File: src/rtl/debug_frame_rx.sv
// debug_frame_rx: receives SYNC(A5) ADDR D0..D7 CHK frames from a UART FIFO and publishes good frames
// Ports: clk, reset (sync, active-high); r_data/rx_empty FIFO head and empty flag; rd_uart pops the FIFO;
// set_addr/set_data last good frame, set_valid new-frame pulse; err_cnt saturating bad-frame count;
// timeout pulse on inter-byte timeout abort (only when DEBUG_FRAME_TIMEOUT_EN is defined, else tied 0).
module debug_frame_rx #(
  parameter int unsigned TIMEOUT_CYCLES = 20'd250000,
  parameter int unsigned TO_BITS = 20
) (
  input  logic        clk,
  input  logic        reset,
  input  logic [7:0]  r_data,
  input  logic        rx_empty,
  output logic        rd_uart,
  output logic [7:0]  set_addr,
  output logic [63:0] set_data,
  output logic        set_valid,
  output logic [7:0]  err_cnt,
  output logic        timeout
);
  typedef enum logic [1:0] {HUNT, ADDR, DATA, CHK} state_t;
  state_t      state_q;
  logic [2:0]  cnt_q;
  logic [7:0]  xor_q, addr_sh_q, set_addr_q, err_q;
  logic [63:0] data_sh_q, set_data_q;
  logic        set_valid_q;
  logic        pop;
  logic [7:0]  err_inc;
  assign pop = ~rx_empty;
  assign rd_uart = pop;
  assign err_inc = err_q == 8'hFF ? err_q : err_q + 8'd1;
  assign set_addr = set_addr_q;
  assign set_data = set_data_q;
  assign set_valid = set_valid_q;
  assign err_cnt = err_q;
`ifdef DEBUG_FRAME_TIMEOUT_EN
  logic [TO_BITS-1:0] to_q;
  logic               timeout_q;
  assign timeout = timeout_q;
`else
  logic unused_cfg;
  assign unused_cfg = ^{TIMEOUT_CYCLES, TO_BITS};
  assign timeout = 1'b0;
`endif
  always_ff @(posedge clk) begin
    if (reset) begin
      state_q <= HUNT;
      cnt_q <= 3'd0;
      xor_q <= 8'd0;
      addr_sh_q <= 8'd0;
      data_sh_q <= 64'd0;
      set_addr_q <= 8'd0;
      set_data_q <= 64'd0;
      set_valid_q <= 1'b0;
      err_q <= 8'd0;
`ifdef DEBUG_FRAME_TIMEOUT_EN
      to_q <= '0;
      timeout_q <= 1'b0;
`endif
    end else begin
      set_valid_q <= 1'b0;
      if (pop) begin
        case (state_q)
          HUNT: if (r_data == 8'hA5) state_q <= ADDR;
          ADDR: begin
            addr_sh_q <= r_data;
            xor_q <= r_data;
            cnt_q <= 3'd0;
            state_q <= DATA;
          end
          DATA: begin
            data_sh_q <= {data_sh_q[55:0], r_data};
            xor_q <= xor_q ^ r_data;
            cnt_q <= cnt_q + 3'd1;
            if (cnt_q == 3'd7) state_q <= CHK;
          end
          CHK: begin
            if (r_data == xor_q) begin
              set_addr_q <= addr_sh_q;
              set_data_q <= data_sh_q;
              set_valid_q <= 1'b1;
            end else err_q <= err_inc;
            state_q <= HUNT;
          end
        endcase
      end
`ifdef DEBUG_FRAME_TIMEOUT_EN
      timeout_q <= 1'b0;
      if (state_q == HUNT || pop) to_q <= '0;
      else if (to_q == TO_BITS'(TIMEOUT_CYCLES - 1)) begin
        to_q <= '0;
        state_q <= HUNT;
        err_q <= err_inc;
        timeout_q <= 1'b1;
      end else to_q <= to_q + TO_BITS'(1);
`endif
    end
  end
endmodule

File: config.mk
export PLATFORM = sky130hd
export DESIGN_NAME = debug_frame_rx
export DESIGN_NICKNAME = d
export VERILOG_FILES = /design/src/rtl/debug_frame_rx.sv
export SDC_FILE = /design/constraint.sdc
export NUM_CORES = 1
export LEC_CHECK = 0
export CAP_MARGIN = 20
export CORE_MARGIN = 2
export CORE_UTILIZATION = 54
export CTS_CLUSTER_DIAMETER = 200
export DETAILED_ROUTE_END_ITERATION = 6
export PLACE_DENSITY = 0.79
export RECOVER_POWER = 50
export SLEW_MARGIN = 40
export SYNTH_ARGS = -nofsm -noshare
export SYNTH_HDL_FRONTEND = slang
export SYNTH_SLANG_ARGS = --single-unit
File: constraint.sdc
create_clock -name clk -period 2.4 [get_ports clk]
set_input_delay 0.48 -clock clk [delete_from_list [all_inputs] [get_ports clk]]
set_output_delay 0.48 -clock clk [all_outputs]
set_load 0.01 [all_outputs]
==> Word-level counts from Yosys, hierarchy flattened <==
Index checks and enable logic that the tools add are counted.
{ "op_classes": {"addsub": 2, "n_eq_ne": 9, "muxes": 6, "n_bitwise": 5, "n_reduce_logical": 9} }
{ "op_table": {"columns": ["cell", "n"], "rows": [
  ["$eq 8x8->1 const B", 2],
  ["$pmux 8 s2", 1],
  ["$add 8x1->8 const B", 1],
  ["$eq 8x8->1", 1],
  ["$pmux 2 s4", 1],
  ["$xor 8x8->8", 1],
  ["$pmux 3 s2", 1],
  ["$reduce_and 2->1", 3],
  ["$reduce_and 3->1", 2],
  ["$eq 2x2->1 const B", 2],
  ["$mux 2", 2],
  ["$ne 2x2->1 const B", 2],
  ["$not 1->1", 4],
  ["$reduce_and 4->1", 1],
  ["$add 3x1->3 const B", 1],
  ["$eq 3x3->1 const B", 1],
  ["$reduce_or 3->1", 1],
  ["$eq 2x1->1 const B", 1],
  ["$logic_not 2->1", 1],
  ["$reduce_bool 2->1", 1],
  ["$mux 1", 1]
]} }
{ "word_totals": {"regBits": 166, "inputBits": 11, "output_inout_bits": 83, "wordCells": 40} }

==> Depth between registers and ports, before layout <==
Gate-level depths: netlist of run 1.
{ "depth": {"depth_word": 3, "ltp_mapped": 7, "depth_no_buf": 6} }

==> Worst setup path after synthesis of run 1 <==
No wires, ideal clock.
{ "synth_timing": {"kind": "in2reg", "start": "in r_data[5]", "end": "reg set_data_q[0] (netlist: set_data[0])", "setup_time_ns": 0.142, "t_arrival_ns": 1.593, "required_time_ns": 2.258, "slack_ns": 0.665, "path_stages": 7, "path_buffers": 2, "path_cell_list": "xnor2_1 > nand4_2 > or3_1 > buf_6 > buf_6 > nand2_1 > a21oi_2"} }
{ "synth_via": {"elab_chain_cells": 2} }
{ "synth_rtl": {"columns": ["item", "line", "rtl"], "rows": [
  ["start: declaration", "11", "input logic [7:0] r_data,"],
  ["$eq 8x8->1", "77", "if (r_data == xor_q) begin"],
  ["$reduce_and 3->1 (no line)", null, null],
  ["end signal: assignment", "79", "set_data_q <= data_sh_q;"],
  ["end: declaration", "24", "logic [63:0] data_sh_q, set_data_q;"]
]} }
Every way passes these cells.
A chain may end at the register's enable or synchronous reset.

==> Worst setup path in the final report of run 1 <==
{ "layout_timing": {"start": "in rx_empty", "end": "out rd_uart"} }
{ "layout_via": {"elab_chain_cells": 1} }
{ "layout_rtl": {"columns": ["item", "line", "rtl"], "rows": [
  ["start: declaration", "12", "input logic rx_empty,"],
  ["$not 1->1 (no line)", null, null],
  ["end: declaration", "13", "output logic rd_uart,"]
]} }
Every way passes these cells.

==> results of run 1 <==
[critical path, stage by stage]
cell and delay, ns:
dlygate4sd3_1 0.58, clkinv_2 0.12, clkdlybuf4s50_1 0.54
[synth_stat cells, drive strengths merged (2+ instances only)]
library cell    n
nor4            2
clkbuf         27
or4             3
nand4           3
a21oi         152
ha              8
o31ai           3
nand2         286
o21ai          10
dlygate4sd3     4
nor3            2
xnor2           8
mux2i          17
dfxtp         166
nor2           22
and2b           2
inv             3
nor2b          12
mux2            3
buf            22
or3             3
nand3           6
[sequential cells by signal, summed over array words and instances, names as in the netlist]
name       flops
state_q        2
cnt_q          3
set_addr       8
data_sh_q     64
addr_sh_q      8
set_data      64
xor_q          8
set_valid      1
err_cnt        8
[placed cells by master (no fill, tap or decap), types with 4 or more instances in the layout]
| master | netlist | final |
|---|---|---|
| dfxtp_1 | 166 | 166 |
| buf_12 | 0 | 6 |
| a21oi_2 | 19 | 19 |
| clkbuf_16 | 0 | 17 |
| nor2b_1 | 12 | 12 |
| clkdlybuf4s50_1 | 0 | 22 |
| xnor2_1 | 8 | 8 |
| dlygate4sd3_1 | 4 | 69 |
| buf_4 | 2 | 16 |
| o21ai_0 | 9 | 9 |
| nand3_1 | 6 | 6 |
| mux2i_1 | 17 | 17 |
| clkinvlp_4 | 0 | 4 |
| a21oi_1 | 133 | 133 |
| clkbuf_1 | 26 | 4 |
| nand2_1 | 285 | 284 |
| nor2_1 | 21 | 21 |
| ha_1 | 8 | 8 |
[worst max path at each step]
stage | from | endpoint | slack (ns)
floorplan | r_data[5] | set_data[0] | 0.66
global placement | r_data[0] | set_data[3] | 0.07
detailed placement | r_data[4] | state_q[0] | -0.03
CTS | rx_empty | rd_uart | 0.28
global route | rx_empty | rd_uart | 0.16
finish | rx_empty | rd_uart | 0.19
[area by class of cell]
class	count	area share
Sequential cell	166	0.412
Multi-Input combinational cell	551	0.342
Timing Repair Buffer	118	0.146
Clock buffer	18	0.0545
Tap cell	143	0.0222
Clock inverter	14	0.0216
Inverter	4	0.00202
[metal layers]
metal  wire [um]  track usage
met5           0            0
met4         210       0.0813
met1        6280        0.279
met2        7340        0.398
met3         576       0.0477
[cell families (layout without fill, tap and decap cells)]
kind of cell / count (synthesis) / after routing / share of synthesized area
simple gates: 347 / 347 / 0.225
fa+ha+maj: 8 / 8 / 0.0155
xor+xnor: 8 / 8 / 0.0109
buf+inv: 58 / 154 / 0.0591
mux: 20 / 20 / 0.0316
flops: 166 / 166 / 0.515
compound gates: 167 / 167 / 0.143
other cells: 1 / 1 / 0.000581
[metrics by stage]
step	power [uW]	instances	instance area, um2	setup TNS (ns)	util
6_report	5670	1014	8060	0	0.697
5_1_grt	5810	1014	8060	0	0.697
4_1_cts	5690	1014	8090	0	0.700
3_5_place_dp	2940	982	7480	-0.134	0.647
3_3_place_gp	2940	982	7480	0	0.647
2_1_floorplan	2880	775	6450	0	-
[power by group through the flow]
stage | sequential (uW) | combinational (uW) | clock (uW)
floorplan | 2820 | 65.6 | 0
global placement | 2820 | 119 | 0
detailed placement | 2820 | 122 | 0
CTS | 2760 | 122 | 2810
global route | 2750 | 130 | 2930
finish | 2760 | 121 | 2790
==> flow_summary.json, run 1 <==
{
  "status": "completed",
  "r2r-start": "state_q[1]",
  "whs_ns": 0.452,
  "initial_utilization": 0.558,
  "dr.pass1.iters": 5,
  "wl_per_cell_um": 14.2,
  "maxSlewViolCount": 0,
  "power_per_cell_area_nw_per_um2": 703,
  "tritoncts": "yes",
  "clock-skew-final_ns": 0.00610,
  "root_buffer": "clkbuf_16",
  "cts_resized": 0,
  "numCtsBuffers": 17,
  "fillCellCount": 898,
  "io_buffers": 92,
  "num_vias": 5398,
  "drv_cap": 0,
  "ys_ff_latch": 166,
  "pwr-share-comb": 0.021,
  "hpwl_mm": 9.58,
  "die_w_um": 113,
  "hold_depth": 2,
  "path_max_fanout": 5,
  "fin_nets": 877,
  "cp-start-kind": "input pin",
  "reg2reg_setup_slack_ns": 0.43,
  "yosysWarningCount": 0,
  "multiInputGateArea_um2": 2750,
  "place.gp.congestion": 0.841,
  "clk_latency_ns": 0.42,
  "worst_pin_slew_ns": 0.675,
  "grt_use_total": 0.228,
  "pre_cts_ws_ns": -0.0326,
  "finalHoldViolCount": 0,
  "ant_nets": 0,
  "synth.yosys.seq_area_share": 0.515,
  "power_switching_uw": 1190,
  "timing.final.crit_period_ns": 2.21,
  "worstPathArrival_ns": 1.73,
  "synth_top_area_share": 0.515,
  "ios": 94,
  "cts_buffer_depth": 2,
  "hp-start": "set_data[13]",
  "avgViaCountPerCell": 5.32,
  "holdBufCountCts": 0,
  "slew_headroom": 0.550,
  "p_leak_uw": 0.00287,
  "r2r_end": "set_data[45]",
  "final_layout_size_suffix_gt1_frac": 0.0976,
  "swShare": 0.211,
  "post-route-drc-count": 0,
  "synth_edf_count": 0,
  "postSynthCellCount": 775,
  "syn_area_um2": 6450,
  "cts.sink_count": 166,
  "hp-class": "flop to flop",
  "peakVddDrop_v": 0.000436,
  "wirelength_mm": 14.4,
  "grt_pass1_vias": 5143,
  "crit_type": "input pin to output port",
  "grt_max_degree": 65,
  "synth_area_leaders": "dfxtp_1 51%, nand2_1 17%, a21oi_1 10%, buf_6 2.8%, mux2i_1 2.6%",
  "hold_path_end": "set_data[13]",
  "yosysUniqueCellTypes": 46,
  "htreeDepth": 4,
  "insertedDiodeCount": 0,
  "avgSynthCellArea_um2": 8.33,
  "clockPowerShare": 0.492,
  "cp.required_ns": 1.92,
  "coreArea_um2": 11600,
  "die_area_um2": 12800,
  "clk_pin_slew_worst_paths_ns": 0.06,
  "ys.flop_type": "dfxtp_1",
  "syn-num-nets": 794,
  "seqPwrFrac": 0.486,
  "gr-total-overflow": 0,
  "ff2ff_path_depth": 6,
  "rsz0062_at_grt": "no",
  "ff_latch_area_um2": 3320,
  "grt_pass1_wl_mm": 23.9,
  "fmax_mhz": 453,
  "die_y_um": 113,
  "rows": 39,
  "antenna_found_initial": 0,
  "finalSetupViolCount": 0,
  "cell_internal_pwr_uw": 4470,
  "yosysTopAreaCell": "dfxtp_1",
  "cts_setup_buffers": 0,
  "period_share": 0.921,
  "timing.final.ws_setup_ns": 0.190,
  "crit_path_end_kind": "output port",
  "first_iter_violations": 385,
  "postSynth.asyncResetShare": 0,
  "area.growth.synth_to_final_pct": 24.9
}
No activity file was read; power rests on OpenSTA's default activity.
==> run 2: changes to the inputs <==
--- a/config.mk
+++ b/config.mk
@@ -6,11 +6,14 @@
 export NUM_CORES = 1
 export LEC_CHECK = 0
 export CAP_MARGIN = 20
+export CELL_PAD_IN_SITES_DETAIL_PLACEMENT = 0
+export CELL_PAD_IN_SITES_GLOBAL_PLACEMENT = 1
 export CORE_MARGIN = 2
-export CORE_UTILIZATION = 54
+export CORE_UTILIZATION = 40
 export CTS_CLUSTER_DIAMETER = 200
 export DETAILED_ROUTE_END_ITERATION = 6
-export PLACE_DENSITY = 0.79
+export HOLD_SLACK_MARGIN = 0.05
+export PLACE_DENSITY_LB_ADDON = 0.1
 export RECOVER_POWER = 50
 export SLEW_MARGIN = 40
 export SYNTH_ARGS = -nofsm -noshare
==> flow_summary.json, run 2 (synthesized netlist as in run 1, its figures left out) <==
{
  "ff_latch_area_um2": 3320,
  "die_w_um": 131,
  "crit_type": "input pin to output port",
  "rows": 46,
  "final_layout_size_suffix_gt1_frac": 0.0999,
  "fillCellCount": 1541,
  "post-route-drc-count": 0,
  "grt_pass1_wl_mm": 24.2,
  "maxSlewViolCount": 0,
  "cts_resized": 0,
  "rsz0062_at_grt": "no",
  "drv_cap": 0,
  "power_per_cell_area_nw_per_um2": 675,
  "finalHoldViolCount": 0,
  "gr-total-overflow": 0,
  "wl_per_cell_um": 13.7,
  "cp.required_ns": 1.92,
  "first_iter_violations": 270,
  "initial_utilization": 0.408,
  "r2r_end": "data_sh_q[47]",
  "num_vias": 5275,
  "ff2ff_path_depth": 7,
  "place.gp.congestion": 0.767,
  "finalNonFillerCells": 1087,
  "final_core_util": 0.512,
  "fin_nets": 878,
  "ios": 94,
  "insertedDiodeCount": 0,
  "hpwl_mm": 9.64,
  "peakVddDrop_v": 0.000456,
  "root_buffer": "clkbuf_16",
  "htreeDepth": 4,
  "grt_pass1_vias": 4964,
  "startpoint": "rx_empty",
  "area.growth.synth_to_final_pct": 25.5,
  "slew_headroom": 0.405,
  "multiInputGateArea_um2": 2760,
  "crit_path_end_kind": "output port",
  "fmax_mhz": 454,
  "tritoncts": "yes",
  "cp-endpoint": "rd_uart",
  "numCtsBuffers": 17,
  "grt_use_total": 0.179,
  "path_max_fanout": 5,
  "holdBufCountCts": 0,
  "cp-start-kind": "input pin",
  "die_area_um2": 17200,
  "grt_max_degree": 73,
  "whs_ns": 0.450,
  "p_leak_uw": 0.00276,
  "finalSetupViolCount": 0,
  "status": "completed",
  "hp-class": "flop to flop",
  "clk_latency_ns": 0.43,
  "worst_pin_slew_ns": 0.893,
  "timing.final.crit_period_ns": 2.20,
  "cts_setup_buffers": 0,
  "ant_nets": 0,
  "wirelength_mm": 14.9,
  "cts.sink_count": 166,
  "dp.cells": 1056,
  "io_buffers": 92,
  "power_uw": 5470,
  "worstPathArrival_ns": 1.72,
  "r2r-start": "state_q[0]",
  "die_y_um": 131,
  "avgViaCountPerCell": 4.85,
  "cts_buffer_depth": 2,
  "clk_pin_slew_worst_paths_ns": 0.06,
  "layout_common_cells": "284 x nand2_1, 166 x dfxtp_1, 133 x a21oi_1, 49 x clkdlybuf4s50_1, 42 x dlygate4sd3_1",
  "clock-skew-final_ns": 0.00852,
  "reg2reg_setup_slack_ns": 0.36,
  "antenna_found_initial": 0,
  "period_share": 0.919,
  "coreArea_um2": 15800,
  "final_common_cell": "nand2_1",
  "dr.pass1.iters": 4
}
==> run 2: changes by cell type in the layout (fill, tap and decap cells not counted), moves of 2 or more <==
cell,previous run,this run
buf_4,16,19
dlygate4sd3_1,69,42
clkdlybuf4s50_1,22,49
clkinv_2,3,5
bufinv_16,3,1
==> run 2: metrics by stage <==
stage	cell area [um2]	TNS, ns	setup slack, ns
after floorplan	6450	0	0.665
after global placement	7560	0	0.0296
after detailed placement	7560	-0.146	-0.0204
after CTS	8110	0	0.274
after global routing	8100	0	0.153
final	8100	0	0.195
==> run 2: per-layer routing <==
layer,up-vias,global-route usage,share of wire
li1,2696,-,-
met1,2476,0.233,0.48
met2,86,0.294,0.47
met3,17,0.0342,0.031
met4,0,0.0676,0.014
met5,-,0,0
==> run 2: power breakdown <==
group	switching [uW]	internal, uW
Sequential	0.910	2750
Combinational	78.5	44.5
Clock	1160	1430
Total	1240	4230
==> run 2: area by class of cell <==
type / count / area share
clock buffer: 17 / 0.0525
clock inverter: 14 / 0.0158
inverter: 4 / 0.00201
multi-input combinational: 551 / 0.341
sequential: 166 / 0.410
tap: 216 / 0.0334
timing repair buffer: 119 / 0.145
==> run 2: worst min-delay path by stage <==
| stage | startpoint | to | slack [ns] | cells past startpoint |
|---|---|---|---|---|
| final | set_data[31] | set_data[31] | 0.45 | 2 |
| after global routing | set_data[13] | set_data[13] | 0.47 | 2 |
| after CTS | addr_sh_q[1] | set_addr[1] | 0.45 | 2 |
| after detailed placement | set_data[20] | set_data[20] | 0.45 | 2 |
| after global placement | set_data[48] | set_data[48] | 0.44 | 2 |
| after floorplan | addr_sh_q[0] | set_addr[0] | 0.43 | 2 |
==> run 2: worst max-delay path: stages <==
cell,delay (ns)
dlygate4sd3_1,0.58
clkinv_2,0.12
clkdlybuf4s50_1,0.55
==> run 3: changes to the inputs <==
--- a/config.mk
+++ b/config.mk
@@ -8,6 +8,7 @@
 export CAP_MARGIN = 20
 export CELL_PAD_IN_SITES_DETAIL_PLACEMENT = 0
 export CELL_PAD_IN_SITES_GLOBAL_PLACEMENT = 1
+export CORE_ASPECT_RATIO = 1.25
 export CORE_MARGIN = 2
 export CORE_UTILIZATION = 40
 export CTS_CLUSTER_DIAMETER = 200
==> flow_summary.json, run 3 (synthesized netlist as in run 1, its figures left out) <==
{
  "rows": 51,
  "hp-class": "input pin to flop",
  "dr.pass1.iters": 4,
  "die_area_um2": 17200,
  "ios": 94,
  "crit_type": "input pin to output port",
  "finalSetupViolCount": 0,
  "timing.final.crit_period_ns": 2.24,
  "fmax_mhz": 446,
  "r2r_end": "data_sh_q[59]",
  "power_uw": 5600,
  "cp-start-kind": "input pin",
  "num_vias": 5256,
  "grt_pass1_wl_mm": 25.0,
  "antenna_found_initial": 0,
  "worstPathArrival_ns": 1.76,
  "cp.required_ns": 1.92,
  "cts_setup_buffers": 0,
  "numCtsBuffers": 17,
  "htreeDepth": 4,
  "root_buffer": "clkbuf_16",
  "die_y_um": 146,
  "place.gp.congestion": 0.765,
  "avgViaCountPerCell": 4.86,
  "grt_pass1_vias": 5144,
  "reg2reg_setup_slack_ns": 0.40,
  "slew_headroom": 0.525,
  "p_leak_uw": 0.00278,
  "clk_latency_ns": 0.42,
  "wirelength_mm": 14.8,
  "first_iter_violations": 394,
  "hold_path_end": "set_valid",
  "post-route-drc-count": 0,
  "final_layout_size_suffix_gt1_frac": 0.0943,
  "insertedDiodeCount": 0,
  "clock-skew-final_ns": 0.00765,
  "gr-total-overflow": 0,
  "rsz0062_at_grt": "no",
  "area.growth.synth_to_final_pct": 25.8,
  "ff2ff_path_depth": 7,
  "io_buffers": 92,
  "maxSlewViolCount": 0,
  "finalHoldViolCount": 0,
  "peakVddDrop_v": 0.000366,
  "status": "completed",
  "initial_utilization": 0.411,
  "final_common_cell": "nand2_1",
  "cts.sink_count": 166,
  "holdBufCountCts": 0,
  "tritoncts": "yes",
  "path_max_fanout": 5,
  "fin_area_um2": 8120,
  "power_per_cell_area_nw_per_um2": 690,
  "worst_pin_slew_ns": 0.712,
  "layout_common_cells": "285 x nand2_1, 166 x dfxtp_1, 133 x a21oi_1, 49 x clkdlybuf4s50_1, 42 x dlygate4sd3_1",
  "r2r-start": "state_q[0]",
  "grt_max_degree": 98,
  "grt_use_total": 0.177,
  "hpwl_mm": 9.70,
  "cts_resized": 0,
  "place_area_um2": 7570,
  "cts_buffer_depth": 2,
  "period_share": 0.933,
  "die_w_um": 118,
  "hp-start": "reset",
  "drv_cap": 0,
  "clk_pin_slew_worst_paths_ns": 0.06,
  "fin_nets": 877,
  "coreArea_um2": 15700,
  "whs_ns": 0.441,
  "wl_per_cell_um": 13.7,
  "ant_nets": 0,
  "hold_depth": 2,
  "crit_path_end_kind": "output port"
}
## run 3: critical path: stages
cell             delay, ns
dlygate4sd3_1         0.60
clkinv_2              0.13
clkdlybuf4s50_1       0.55
## run 3: worst max-delay path by stage
stage | depth (start not counted) | from | endpoint | slack, ns
final | 3 | rx_empty | rd_uart | 0.16
after CTS | 3 | rx_empty | rd_uart | 0.24
after floorplan | 7 | r_data[5] | set_data[0] | 0.66
after global placement | 7 | r_data[3] | set_data[10] | 0.06
after global routing | 3 | rx_empty | rd_uart | 0.11
after detailed placement | 7 | r_data[3] | set_data[19] | -0.02
## run 3: final cells by class
cell class                 instances  area, um2
multi-input combinational        551       2760
clock inverter                     9        126
fill                            1535       7580
tap                              212        265
inverter                           4       16.3
clock buffer                      22        464
timing repair buffer             118       1160
sequential                       166       3320
## run 3: where the power goes
group	total (uW)	switching, uW	internal (uW)
Clock	2730	1050	1680
Combinational	119	77.3	42.0
Sequential	2760	0.919	2760
## run 3: per-layer routing
layer	vias up	GRT usage	part of all wire
met2	97	0.303	0.49
met3	21	0.0355	0.035
met1	2439	0.218	0.46
met5	-	0	0
li1	2699	-	-
met4	0	0.0741	0.020
## run 3: stage by stage
| stage | std cells | util | TNS [ns] | setup WS, ns |
|---|---|---|---|---|
| finish | 1082 | 0.517 | 0 | 0.160 |
| detailed placement | 1051 | 0.482 | -0.406 | -0.0243 |
| floorplan | 775 | - | 0 | 0.665 |
| global placement | 1051 | 0.482 | 0 | 0.0583 |
| CTS | 1082 | 0.520 | 0 | 0.240 |
| global route | 1082 | 0.517 | 0 | 0.105 |
